<file path="src/rtl/trace_feeder_if.sv">
// Record-in / access-out bundle for trace_feeder.
// slave is the feeder side, master is the trace source / cache side.
interface trace_feeder_if;
   logic        in_valid;
   logic        in_ready;
   logic [7:0]  in_op;
   logic [47:0] in_addr;
   logic [47:0] cache_addr;
   logic [7:0]  cache_op;
   logic        issue;

   modport master (
      output in_valid, in_op, in_addr,
      input  in_ready, cache_addr, cache_op, issue
   );

   modport slave (
      input  in_valid, in_op, in_addr,
      output in_ready, cache_addr, cache_op, issue
   );
endinterface

</file>
<file path="src/rtl/trace_feeder.sv">
// Trace feeder: buffers normalised trace records in a circular FIFO
// and issues them to the cache engine no closer than ISSUE_GAP cycles.
module trace_feeder #(
   parameter int FIFO_DEPTH = 8,
   parameter int ISSUE_GAP  = 2
) (
   input  logic           clk,
   input  logic           reset,
   trace_feeder_if.slave  bus,
   output logic           drained,
   output logic [11:0]    issued_count,
   output logic [11:0]    invalid_count
);

   localparam int AW = $clog2(FIFO_DEPTH);
   localparam int CW = AW + 1;
   localparam int GW = (ISSUE_GAP > 2) ? $clog2(ISSUE_GAP) : 1;
   localparam int GAP_LOAD = (ISSUE_GAP > 1) ? ISSUE_GAP - 2 : 0;
   localparam logic [CW-1:0] DEPTH_C = CW'(FIFO_DEPTH);

   typedef enum logic {S_IDLE, S_GAP} state_t;

   state_t        r_state;
   state_t        w_state_nx;
   logic [GW-1:0] r_gap_cnt;
   logic [GW-1:0] w_gap_nx;

   logic [AW-1:0] r_wr_ptr;
   logic [AW-1:0] r_rd_ptr;
   logic [CW-1:0] r_count;
   logic [47:0]   r_mem_addr [FIFO_DEPTH];
   logic [7:0]    r_mem_op   [FIFO_DEPTH];

   logic [47:0]   r_cache_addr;
   logic [7:0]    r_cache_op;
   logic          r_issue;
   logic [11:0]   r_issued;
   logic [11:0]   r_invalid;

   logic          w_ready;
   logic          w_accept;
   logic          w_push;
   logic          w_pop;
   logic          w_op_ok;
   logic [7:0]    w_norm_op;

   // Map upper/lower case r/w onto the lowercase code the engine expects
   always_comb begin
      w_op_ok   = 1'b1;
      w_norm_op = 8'h00;
      unique case (bus.in_op)
         8'h72, 8'h52: w_norm_op = 8'h72;
         8'h77, 8'h57: w_norm_op = 8'h77;
         default:      w_op_ok   = 1'b0;
      endcase
   end

   // Ready looks only at the registered occupancy, so a pop never
   // frees a slot in the same cycle it happens.
   assign w_ready  = !reset && (r_count < DEPTH_C);
   assign w_accept = bus.in_valid && w_ready;
   assign w_push   = w_accept && w_op_ok;

   // Next-state logic: pop in IDLE, then wait out the issue gap
   always_comb begin
      w_state_nx = r_state;
      w_gap_nx   = r_gap_cnt;
      w_pop      = 1'b0;
      unique case (r_state)
         S_IDLE: begin
            if (r_count != '0) begin
               w_pop = 1'b1;
               if (ISSUE_GAP > 1) begin
                  w_state_nx = S_GAP;
                  w_gap_nx   = GW'(GAP_LOAD);
               end
            end
         end
         S_GAP: begin
            if (r_gap_cnt == '0) w_state_nx = S_IDLE;
            else                 w_gap_nx   = r_gap_cnt - GW'(1);
         end
         default: ;
      endcase
   end

   // State register
   always_ff @(posedge clk) begin
      if (reset) begin
         r_state   <= S_IDLE;
         r_gap_cnt <= '0;
      end else begin
         r_state   <= w_state_nx;
         r_gap_cnt <= w_gap_nx;
      end
   end

   // FIFO pointers and occupancy; power-of-two depth wraps naturally
   always_ff @(posedge clk) begin
      if (reset) begin
         r_wr_ptr <= '0;
         r_rd_ptr <= '0;
         r_count  <= '0;
      end else begin
         if (w_push) r_wr_ptr <= r_wr_ptr + AW'(1);
         if (w_pop)  r_rd_ptr <= r_rd_ptr + AW'(1);
         if (w_push && !w_pop)      r_count <= r_count + CW'(1);
         else if (!w_push && w_pop) r_count <= r_count - CW'(1);
      end
   end

   // FIFO storage, holds already-normalised ops
   always_ff @(posedge clk) begin
      if (w_push) begin
         r_mem_addr[r_wr_ptr] <= bus.in_addr;
         r_mem_op[r_wr_ptr]   <= w_norm_op;
      end
   end

   // Access outputs hold their value until the next issue
   always_ff @(posedge clk) begin
      if (reset) begin
         r_cache_addr <= '0;
         r_cache_op   <= 8'h00;
         r_issue      <= 1'b0;
      end else begin
         r_issue <= w_pop;
         if (w_pop) begin
            r_cache_addr <= r_mem_addr[r_rd_ptr];
            r_cache_op   <= r_mem_op[r_rd_ptr];
         end
      end
   end

   // Saturating issue / bad-op counters
   always_ff @(posedge clk) begin
      if (reset) begin
         r_issued  <= '0;
         r_invalid <= '0;
      end else begin
         if (w_pop && r_issued != 12'hFFF)
            r_issued <= r_issued + 12'd1;
         if (w_accept && !w_op_ok && r_invalid != 12'hFFF)
            r_invalid <= r_invalid + 12'd1;
      end
   end

   assign bus.in_ready   = w_ready;
   assign bus.cache_addr = r_cache_addr;
   assign bus.cache_op   = r_cache_op;
   assign bus.issue      = r_issue;
   assign issued_count   = r_issued;
   assign invalid_count  = r_invalid;
   assign drained = (r_count == '0) && (r_state == S_IDLE) && !r_issue;

endmodule
</file>
<file path="src/flat_wrapper.sv">
// flat-port wrapper written by rule: the top's interface ports become plain ports
module trace_feeder_flat 
#(
   parameter int FIFO_DEPTH = 8,
   parameter int ISSUE_GAP  = 2
)
  (clk, reset, drained, issued_count, invalid_count, bus_in_valid, bus_in_op, bus_in_addr, bus_in_ready, bus_cache_addr, bus_cache_op, bus_issue);
  trace_feeder_if bus_i ();
  input  logic clk;
  input  logic reset;
  output logic drained;
  output logic [11:0] issued_count;
  output logic [11:0] invalid_count;
  input wire logic [$bits(bus_i.in_valid)-1:0] bus_in_valid;
  input wire logic [$bits(bus_i.in_op)-1:0] bus_in_op;
  input wire logic [$bits(bus_i.in_addr)-1:0] bus_in_addr;
  output wire logic [$bits(bus_i.in_ready)-1:0] bus_in_ready;
  output wire logic [$bits(bus_i.cache_addr)-1:0] bus_cache_addr;
  output wire logic [$bits(bus_i.cache_op)-1:0] bus_cache_op;
  output wire logic [$bits(bus_i.issue)-1:0] bus_issue;
  assign bus_i.in_valid = bus_in_valid;
  assign bus_i.in_op = bus_in_op;
  assign bus_i.in_addr = bus_in_addr;
  assign bus_in_ready = bus_i.in_ready;
  assign bus_cache_addr = bus_i.cache_addr;
  assign bus_cache_op = bus_i.cache_op;
  assign bus_issue = bus_i.issue;
  trace_feeder #(.FIFO_DEPTH(FIFO_DEPTH), .ISSUE_GAP(ISSUE_GAP)) u_core (.clk(clk), .reset(reset), .bus(bus_i), .drained(drained), .issued_count(issued_count), .invalid_count(invalid_count));
endmodule
</file>
<file path="config.mk">
export PLATFORM = sky130hd
export DESIGN_NAME = trace_feeder_flat
export DESIGN_NICKNAME = d
export VERILOG_FILES = /design/src/rtl/trace_feeder_if.sv /design/src/rtl/trace_feeder.sv /design/src/flat_wrapper.sv
export SDC_FILE = /design/constraint.sdc
export NUM_CORES = 1
export LEC_CHECK = 0
export ABC_AREA = 1
export BUFFER_PORTS_ARGS = -buffer_cell sky130_fd_sc_hd__buf_4
export CAP_MARGIN = 30
export CORE_MARGIN = 5
export CORE_UTILIZATION = 40
export CTS_BUF_LIST = sky130_fd_sc_hd__clkbuf_8 sky130_fd_sc_hd__clkbuf_16
export DETAILED_ROUTE_END_ITERATION = 10
export HOLD_SLACK_MARGIN = 0.02
export SYNTH_ARGS = -nofsm -noshare
export SYNTH_HDL_FRONTEND = slang
export SYNTH_SLANG_ARGS = --single-unit
</file>
<file path="constraint.sdc">
create_clock -name clk -period 13 [get_ports clk]
set_input_delay 1.95 -clock clk [delete_from_list [all_inputs] [get_ports clk]]
set_output_delay 1.95 -clock clk [all_outputs]
set_load 0.005 [all_outputs]
</file>
* Word level (Yosys, flattened, before mapping)
Memory sizes are Yosys's and may differ from the RTL's. A register that Yosys moved wholly into a read port is not among the register bits. Index checks and enable logic that the tools add are counted.
Storage, ports and cells: memories kept 2, flip-flop bits (word level) 45, RAM bits 440, bits of input ports 59, word-level logic and storage cells 61
Operators by class: mux-type cells 13, eq/ne operators 7, add/sub/neg operators 7, order comparisons 1, bitwise gates (word level) 1, reductions and logical operators 21
Memory list:
- u_core.r_mem_addr | depth 8, width 48, rd ports 1, clocked after memory_dff 1, write ports 1, line trace_feeder.sv:31 | logic [47:0] r_mem_addr [FIFO_DEPTH];
- u_core.r_mem_op | depth 8, width 7, rd ports 1, clocked after memory_dff 1, write ports 1, line trace_feeder.sv:32 | logic [7:0] r_mem_op [FIFO_DEPTH];
Operators by type and width (number):
- 8-bit by 7-bit equality test with 1-bit output (second input constant) | 4
- 12-bit by 1-bit adder with 12-bit output (second input constant) | 2
- 12-bit != test (second input constant) | 2
- 7-bit case mux with 2 select lines | 1
- 1-bit logical AND | 10
- 1-bit two-way mux | 8
- 4-bit two-way mux | 2
- 3-bit by 1-bit adder with 3-bit output (second input constant) | 2
- 1-bit logical NOT | 5
- 4-bit by 1-bit adder with 4-bit output (second input constant) | 1
- 4-bit logical NOT | 1
- 4-bit less-than comparator (second input constant) | 1
- 1-bit case mux with 2 select lines | 2
- 4-bit nonzero test | 1
- 2-bit OR reduction | 2
- 4-bit OR reduction | 1
- 4-bit by 1-bit subtractor with 4-bit output (second input constant) | 1
- 2-bit by 1-bit != test with 1-bit output (second input constant) | 1
- 2-bit nonzero test | 1
- 1-bit NOT | 1
- 1-bit subtractor (second input constant) | 1

* Depth between registers and ports, before layout
Gate-level depths: netlist of run 1.
depth in word-level cells 8, mapped depth 15, mapped depth without buffers 15

* Worst setup path after synthesis of run 1
OpenSTA, ideal clock, no wires.
path type input port to flip-flop, start input port bus_in_op[1], end memory u_core.r_mem_addr[2][0], enable pin, path slack 6411 ps, required time 12480 ps, stages on the path 6, arrival 6070 ps, cells stage by stage inv_1 -> nor2_1 -> nand3_1 -> nor2_2 -> nand2_1 -> nor3_1
On the way: word-level cells in the longest chain between the ends 6, elaborated cells between the ends (all ways) 9, those cells by class 4 x eq/ne; 3 x mux; 2 x reduce/logical
RTL lines:
- start, declared | line flat_wrapper.sv:15 | input wire logic [$bits(bus_i.in_op)-1:0] bus_in_op;
- 8-bit by 7-bit equality test with 1-bit output | line trace_feeder.sv:51 | unique case (bus.in_op)
- 4-bit OR reduction (no line) (*)
- 1-bit two-way mux (*) | line trace_feeder.sv:51
- 1-bit logical AND (*) | line trace_feeder.sv:62 | assign w_push = w_accept && w_op_ok;
- via u_core.w_push | line trace_feeder.sv:42 | logic w_push;
- 1-bit two-way mux (*) | line trace_feeder.sv:114 | if (w_push) begin
- 1-bit two-way mux (implied by the code) (*) | line trace_feeder.sv:115 | r_mem_addr[r_wr_ptr] <= bus.in_addr;
- end, declared | line trace_feeder.sv:31
Mark *: on every way through the listed nets, which the timed path passes. The rest lies on a longest branch.

* Worst setup path in the final report of run 1
start input port reset, end output port bus_in_ready
On the way: word-level cells in the longest chain between the ends 2
RTL lines:
- start, declared | line flat_wrapper.sv:10 | input logic reset;
- 1-bit logical NOT | line trace_feeder.sv:60 | assign w_ready = !reset && (r_count < DEPTH_C);
- 1-bit logical AND | line trace_feeder.sv:60
- end, declared | line flat_wrapper.sv:17 | output wire logic [$bits(bus_i.in_ready)-1:0] bus_in_ready;
No other way between the ends.

==> impl_metrics.env, run 1 <==
export IMPL_crit_buf_inv=2
export IMPL_status="completed"
export IMPL_crit_path_max_fanout=24
export IMPL_pre_cts_ws_ps=8557
export IMPL_io_pins=142
export IMPL_seq_area_frac_synth_pct=70.51
export IMPL_post_route_period_util_pct=34.15
export IMPL_cts_resized=0
export IMPL_path_clk_slew_ps=60
export IMPL_clk_path_buf_depth=3
export IMPL_cts_root_buf="clkbuf_16"
export IMPL_vdd_drop_max_mv=0.1253
export IMPL_reg2reg_from="u_core.r_rd_ptr[0]"
export IMPL_synth_cell_types=34
export IMPL_antenna_left=0
export IMPL_holdBufCountCts=0
export IMPL_syn_to_final_growth_pct=16.47
export IMPL_critPathTopFamily="buffers and inverters"
export IMPL_fp_row_count=80
export IMPL_antenna_found_initial=4
export IMPL_chipWidth_um=230.5
export IMPL_crit_path_start_kind="primary input"
export IMPL_drv_cap=0
export IMPL_cp_data_required_time_ps=11050
export IMPL_worstPathArrival_ps=2490
export IMPL_floorplan_initialDensity_pct=40.56
export IMPL_cp_common_cell="buf_4"
export IMPL_critPathKind="in -> out"
export IMPL_synth_area_sq_mm=0.01945
export IMPL_finalNetCount=1898
export IMPL_h_tree_depth=2
export IMPL_skew_ps=15.96
export IMPL_firstDrtPassIters=6
export IMPL_grt_pass1_wl_um=70120
export IMPL_grt_ovfl_total=0
export IMPL_maxSlewHeadroom_pct=40.60
export IMPL_final_cells=2489
export IMPL_fmaxAchievable_mhz=225.3
export IMPL_fin_setup_tns_ps=0
export IMPL_p_leak_nw=8.074
export IMPL_wire_per_inst_um=18.06
export IMPL_die_height_um=230.5
export IMPL_dieArea_sq_mm=0.05313
export IMPL_r2r_slack_ps=10490
export IMPL_place_inst=2394
export IMPL_routed_wl_um=44940
export IMPL_endpoint_kind="primary output"
export IMPL_design_core_area_sq_mm=0.04795
export IMPL_setup_violations=0
export IMPL_period_needed_ps=4439
export IMPL_dpl_cell_area_sq_mm=0.02091
export IMPL_slew_violations=0
export IMPL_grt_total_usage_pct=16.63
export IMPL_final_core_util_pct=47.24
export IMPL_portBuffers=138
export IMPL_cts_buffers=50
export IMPL_max_stage_delay_ps=290
export IMPL_avgSynthCellArea_sq_um=11.31
export IMPL_setup_slack_ps=8561
export IMPL_ys_seq_elements=485
export IMPL_rr_worst_depth=8
export IMPL_path_cells="buf_4 -> nor2_1 -> buf_4"
export IMPL_via_count=12560
export IMPL_rsz0062_at_grt="false"
export IMPL_syn_inst=1719
export IMPL_post_cts_buffers=0
export IMPL_gp_congestion=0.7600
export IMPL_grt_max_degree=94
export IMPL_ys_warn_count=0
export IMPL_worstReg2RegEnd="u_core.bus.cache_addr[16]"
export IMPL_clock_sinks=485
export IMPL_layout_drive_gt1_share_pct=15.54
export IMPL_grt_pass1_vias=12270
export IMPL_drt_iter0_drc=909
export IMPL_hold_path_end="u_core.r_wr_ptr[0]"
export IMPL_cpMaxStageDelayCell="buf_4"
export IMPL_hpwlAfterDp_um=24330
export IMPL_cts_tree="yes"
export IMPL_fillers=4283
export IMPL_hp_class="reg -> reg"
export IMPL_min_path_cells=2
export IMPL_vias_per_cell=5.047
export IMPL_worstSkewPairLatency_ps=580
export IMPL_cellPowerDensity_mw_per_mm2=196.2
export IMPL_hp_start="u_core.r_wr_ptr[0]"
export IMPL_drc=0
export IMPL_fin_area_sq_mm=0.02265
export IMPL_worst_pin_slew_ps=891.0
export IMPL_final_hold_violation_count=0
## area by class of cell
class | count | area [sq um] | area share, %
sequential | 485 | 13720 | 60.58
multi-input combinational | 1086 | 4969 | 21.94
clock buffer | 61 | 1436 | 6.341
timing repair buffer | 165 | 1279 | 5.645
tap | 615 | 769.5 | 3.397
clock inverter | 33 | 301.5 | 1.331
inverter | 43 | 171.4 | 0.7568
antenna | 1 | 2.502 | 0.01105
## layout by cell type, fill, tap and decap left out, drive strengths merged, types with 2 or more instances in the layout
cell    Yosys  final
bufinv      0      5
edfxtp    400    400
nand4      10     10
nand3b      2      2
ha          7      7
buf        58    165
dfxtp      85     85
clkbuf     48     61
xor2       10     10
o21ai     258    258
inv        40     54
nand2     146    146
nor3        9      9
conb        1      2
xnor2       2      2
clkinv      3     16
a21oi      74     74
nor2      446    446
nand3     118    118
## worst max path at each step
stage	start	to	slack, ps	cells after the start
2_1_floorplan	bus_in_op[1]	u_core.r_mem_addr[2][0]	6410	6
3_3_place_gp	reset	bus_in_ready	8560	3
3_5_place_dp	reset	bus_in_ready	8560	3
4_1_cts	reset	bus_in_ready	8560	3
5_1_grt	reset	bus_in_ready	8510	3
6_report	reset	bus_in_ready	8560	3
## sequential cells by signal (all words and copies together) (netlist names)
signal	flops
u_core.bus.cache_op	2
u_core.issued_count	12
u_core.r_count	4
u_core.r_mem_addr	384
u_core.r_mem_op	16
u_core.bus.cache_addr	48
u_core.invalid_count	12
u_core.r_wr_ptr	3
u_core.r_rd_ptr	3
u_core.r_state	1
## metrics by stage
stage	hold slack [ps]	total power, W
6_report	509.7	0.004444
5_1_grt	535.5	0.004717
4_1_cts	512.2	0.004511
3_5_place_dp	503.4	0.003021
3_3_place_gp	481.4	0.002985
2_1_floorplan	469.9	0.002696
## cells in the mapped netlist
master    number  area share (%)
nand2_1      144             2.8
buf_6         20             1.2
nor3_1         9            0.23
xor2_1        10            0.45
buf_8          1           0.077
a21oi_2       18            0.81
nand3b_1       2           0.077
nor2_4         1           0.058
nand2_4        1           0.058
inv_1         37            0.71
clkinv_1       3           0.058
edfxtp_1     400              62
nand3_1      116             3.0
buf_12         2            0.21
a21oi_1       56             1.4
conb_1         1           0.019
fa_1           1            0.10
nor2_1       441             8.5
buf_2         19            0.49
nand3_2        2            0.10
xnor2_1        2           0.090
buf_1          8            0.15
nor2_2         4            0.13
nand2_2        1           0.032
o21ai_0      149             3.8
ha_1           7            0.45
buf_4          8            0.31
clkbuf_1      46            0.89
and2_1         1           0.032
inv_2          3           0.058
o21ai_1      109             2.8
clkbuf_2       2           0.051
nand4_1       10            0.32
dfxtp_1       85             8.7
## kinds of logic after synthesis
logic type,synth area share (%)
and+or+nand+nor,15.32
DFF,70.51
AOI/OAI and AO/OA,8.891
buffers and inverters,4.163
xor gates and xnor gates,0.5404
adders and majority gates,0.5533
other,0.01928
## tightest hold or removal path: stages, from the launching register on
cell and delay [ps]:
dfxtp_1 340, nand2_1 70, a21oi_1 50
## report_power, final
group          leakage, nW  internal [W]  total, W  switching [W]
Sequential            4.28       0.00176   0.00185      0.0000917
Combinational         2.89      0.000390   0.00112       0.000730
Clock                0.906      0.000885   0.00147       0.000590
## metal layers
layer | up-vias | wire (um) | GRT usage, % | part of all wire (%)
met5 | - | 35 | 0 | 0.078
met4 | 6 | 848 | 4.708 | 1.9
met3 | 71 | 2814 | 3.822 | 6.3
met2 | 276 | 21690 | 28.40 | 48
met1 | 6003 | 19550 | 21.40 | 43
li1 | 6207 | - | - | -
Note: power is estimated with default switching activity, not from simulation.
==> inputs of run 2 (changes only) <==
clock period = 4.55 ns   (was 13 ns; I/O delays follow)
==> run 2 against run 1 <==
  * Via count up 1.9%
  * Clock-buffer cell count down 7
  * Flip-flop and latch count unchanged
  * Setup slack worse by 6500 ps
  * Sequential share of layout area up 0.43 points
  * Clock skew down 1.7 ps
  * Non-clock buffer count down 4
  * Largest cell class unchanged
  * Highest routed layer unchanged
==> impl_metrics.env, run 2 (synthesis gave the netlist of run 1 again) <==
export IMPL_drc=0
export IMPL_routed_wl_um=45680
export IMPL_setup_slack_ps=2029
export IMPL_vias_per_cell=5.148
export IMPL_cts_resized=0
export IMPL_grt_pass1_wl_um=70500
export IMPL_floorplan_initialDensity_pct=40.56
export IMPL_gp_congestion=0.8040
export IMPL_chipWidth_um=230.5
export IMPL_fmaxAchievable_mhz=396.6
export IMPL_layout_common_cells="nor2_1, edfxtp_1, buf_4"
export IMPL_antenna_left=0
export IMPL_drv_cap=0
export IMPL_cellPowerDensity_mw_per_mm2=553.7
export IMPL_grt_pass1_vias=12500
export IMPL_grt_max_degree=97
export IMPL_cts_buffers=51
export IMPL_crit_path_max_fanout=50
export IMPL_cts_root_buf="clkbuf_16"
export IMPL_layout_drive_gt1_share_pct=14.65
export IMPL_maxSlewHeadroom_pct=32.43
export IMPL_holdBufCountCts=0
export IMPL_die_height_um=230.5
export IMPL_grt_total_usage_pct=16.79
export IMPL_crit_path_start_kind="primary input"
export IMPL_via_count=12800
export IMPL_antenna_found_initial=3
export IMPL_multi_input_area_sq_mm=0.004975
export IMPL_finalNetCount=1895
export IMPL_setup_violations=0
export IMPL_fin_setup_tns_ps=0
export IMPL_slew_violations=0
export IMPL_drt_iter0_drc=900
export IMPL_cts_tree="yes"
export IMPL_fp_row_count=80
export IMPL_regMostFlops="u_core.r_mem_addr"
export IMPL_hp_class="in -> reg"
export IMPL_largest_register_ffs=384
export IMPL_final_core_util_pct=46.92
export IMPL_design_core_area_sq_mm=0.04795
export IMPL_final_hold_violation_count=0
export IMPL_vdd_drop_max_mv=0.3787
export IMPL_syn_to_final_growth_pct=15.67
export IMPL_layout_commonest_cell="nor2_1"
export IMPL_worstPathArrival_ps=2720
export IMPL_dieArea_sq_mm=0.05313
export IMPL_skew_ps=14.26
export IMPL_fillers=4278
export IMPL_io_pins=142
export IMPL_rsz0062_at_grt="false"
export IMPL_h_tree_depth=2
export IMPL_path_clk_slew_ps=60
export IMPL_hpwlAfterDp_um=23600
export IMPL_p_leak_nw=8.012
export IMPL_clock_sinks=485
export IMPL_area_sequential_sq_mm=0.01372
export IMPL_cp_data_required_time_ps=4750
export IMPL_endpoint_kind="register"
export IMPL_wire_per_inst_um=18.38
export IMPL_firstDrtPassIters=7
export IMPL_pre_cts_ws_ps=1461
export IMPL_grt_ovfl_total=0
export IMPL_period_needed_ps=2521
export IMPL_worstSkewPairLatency_ps=590
export IMPL_status="completed"
export IMPL_post_route_period_util_pct=55.41
export IMPL_worst_pin_slew_ps=1013
export IMPL_critPathKind="in -> reg"
export IMPL_post_cts_buffers=0
export IMPL_portBuffers=138
export IMPL_clk_path_buf_depth=3
[run 2: worst max-delay path, stage by stage]
cell and delay [ps]:
buf_4 100, nor2_1 130, nand3_1 300, nor2_2 320
nand2_1 250, nor3_2 160, buf_4 740
[run 2: metrics by stage]
stage	power [W]	hold slack, ps	instance area (sq um)	std cells
floorplan	0.007704	469.9	19460	1720
global placement	0.008524	489.0	20850	2388
detailed placement	0.008643	508.1	20890	2390
CTS	0.01261	277.4	22490	2485
global route	0.01321	294.4	22500	2486
finish	0.01246	318.2	22500	2486
[run 2: final cells by class]
class                           instances  share of cell area, %
Clock buffer                           54                  5.907
Clock inverter                         41                  1.201
Timing Repair Buffer                  161                  5.573
Antenna cell                            1                0.01112
Sequential cell                       485                  61.01
Inverter                               43                 0.7620
Multi-Input combinational cell       1086                  22.11
Tap cell                              615                  3.421
[run 2: path summary, 6_finish.rpt]
path / from / to / slack, ps / cells after the start
worst max register to register: u_core.r_rd_ptr[0] / u_core.bus.cache_addr[0] / 2080 / 8
worst min register to register: u_core.r_wr_ptr[0] / u_core.r_wr_ptr[0] / 510 / 2
worst min-delay path: bus_in_addr[28] / u_core.r_mem_addr[3][28] / 320 / 1
worst max-delay path: bus_in_op[3] / u_core.r_mem_addr[0][10] / 2030 / 7
[run 2: where the power goes]
group          internal (W)  switching [W]
clock network       0.00227        0.00167
logic               0.00113        0.00214
registers           0.00502       0.000230
total               0.00842        0.00404
[run 2: per-layer routing]
| layer | vias up | GRT usage (%) | share of wire, % |
|---|---|---|---|
| met5 | - | 0 | 0.059 |
| met4 | 4 | 6.109 | 3.1 |
| met3 | 95 | 3.318 | 5.9 |
| met2 | 325 | 27.59 | 47 |
| met1 | 6185 | 22.31 | 44 |
| li1 | 6188 | - | - |
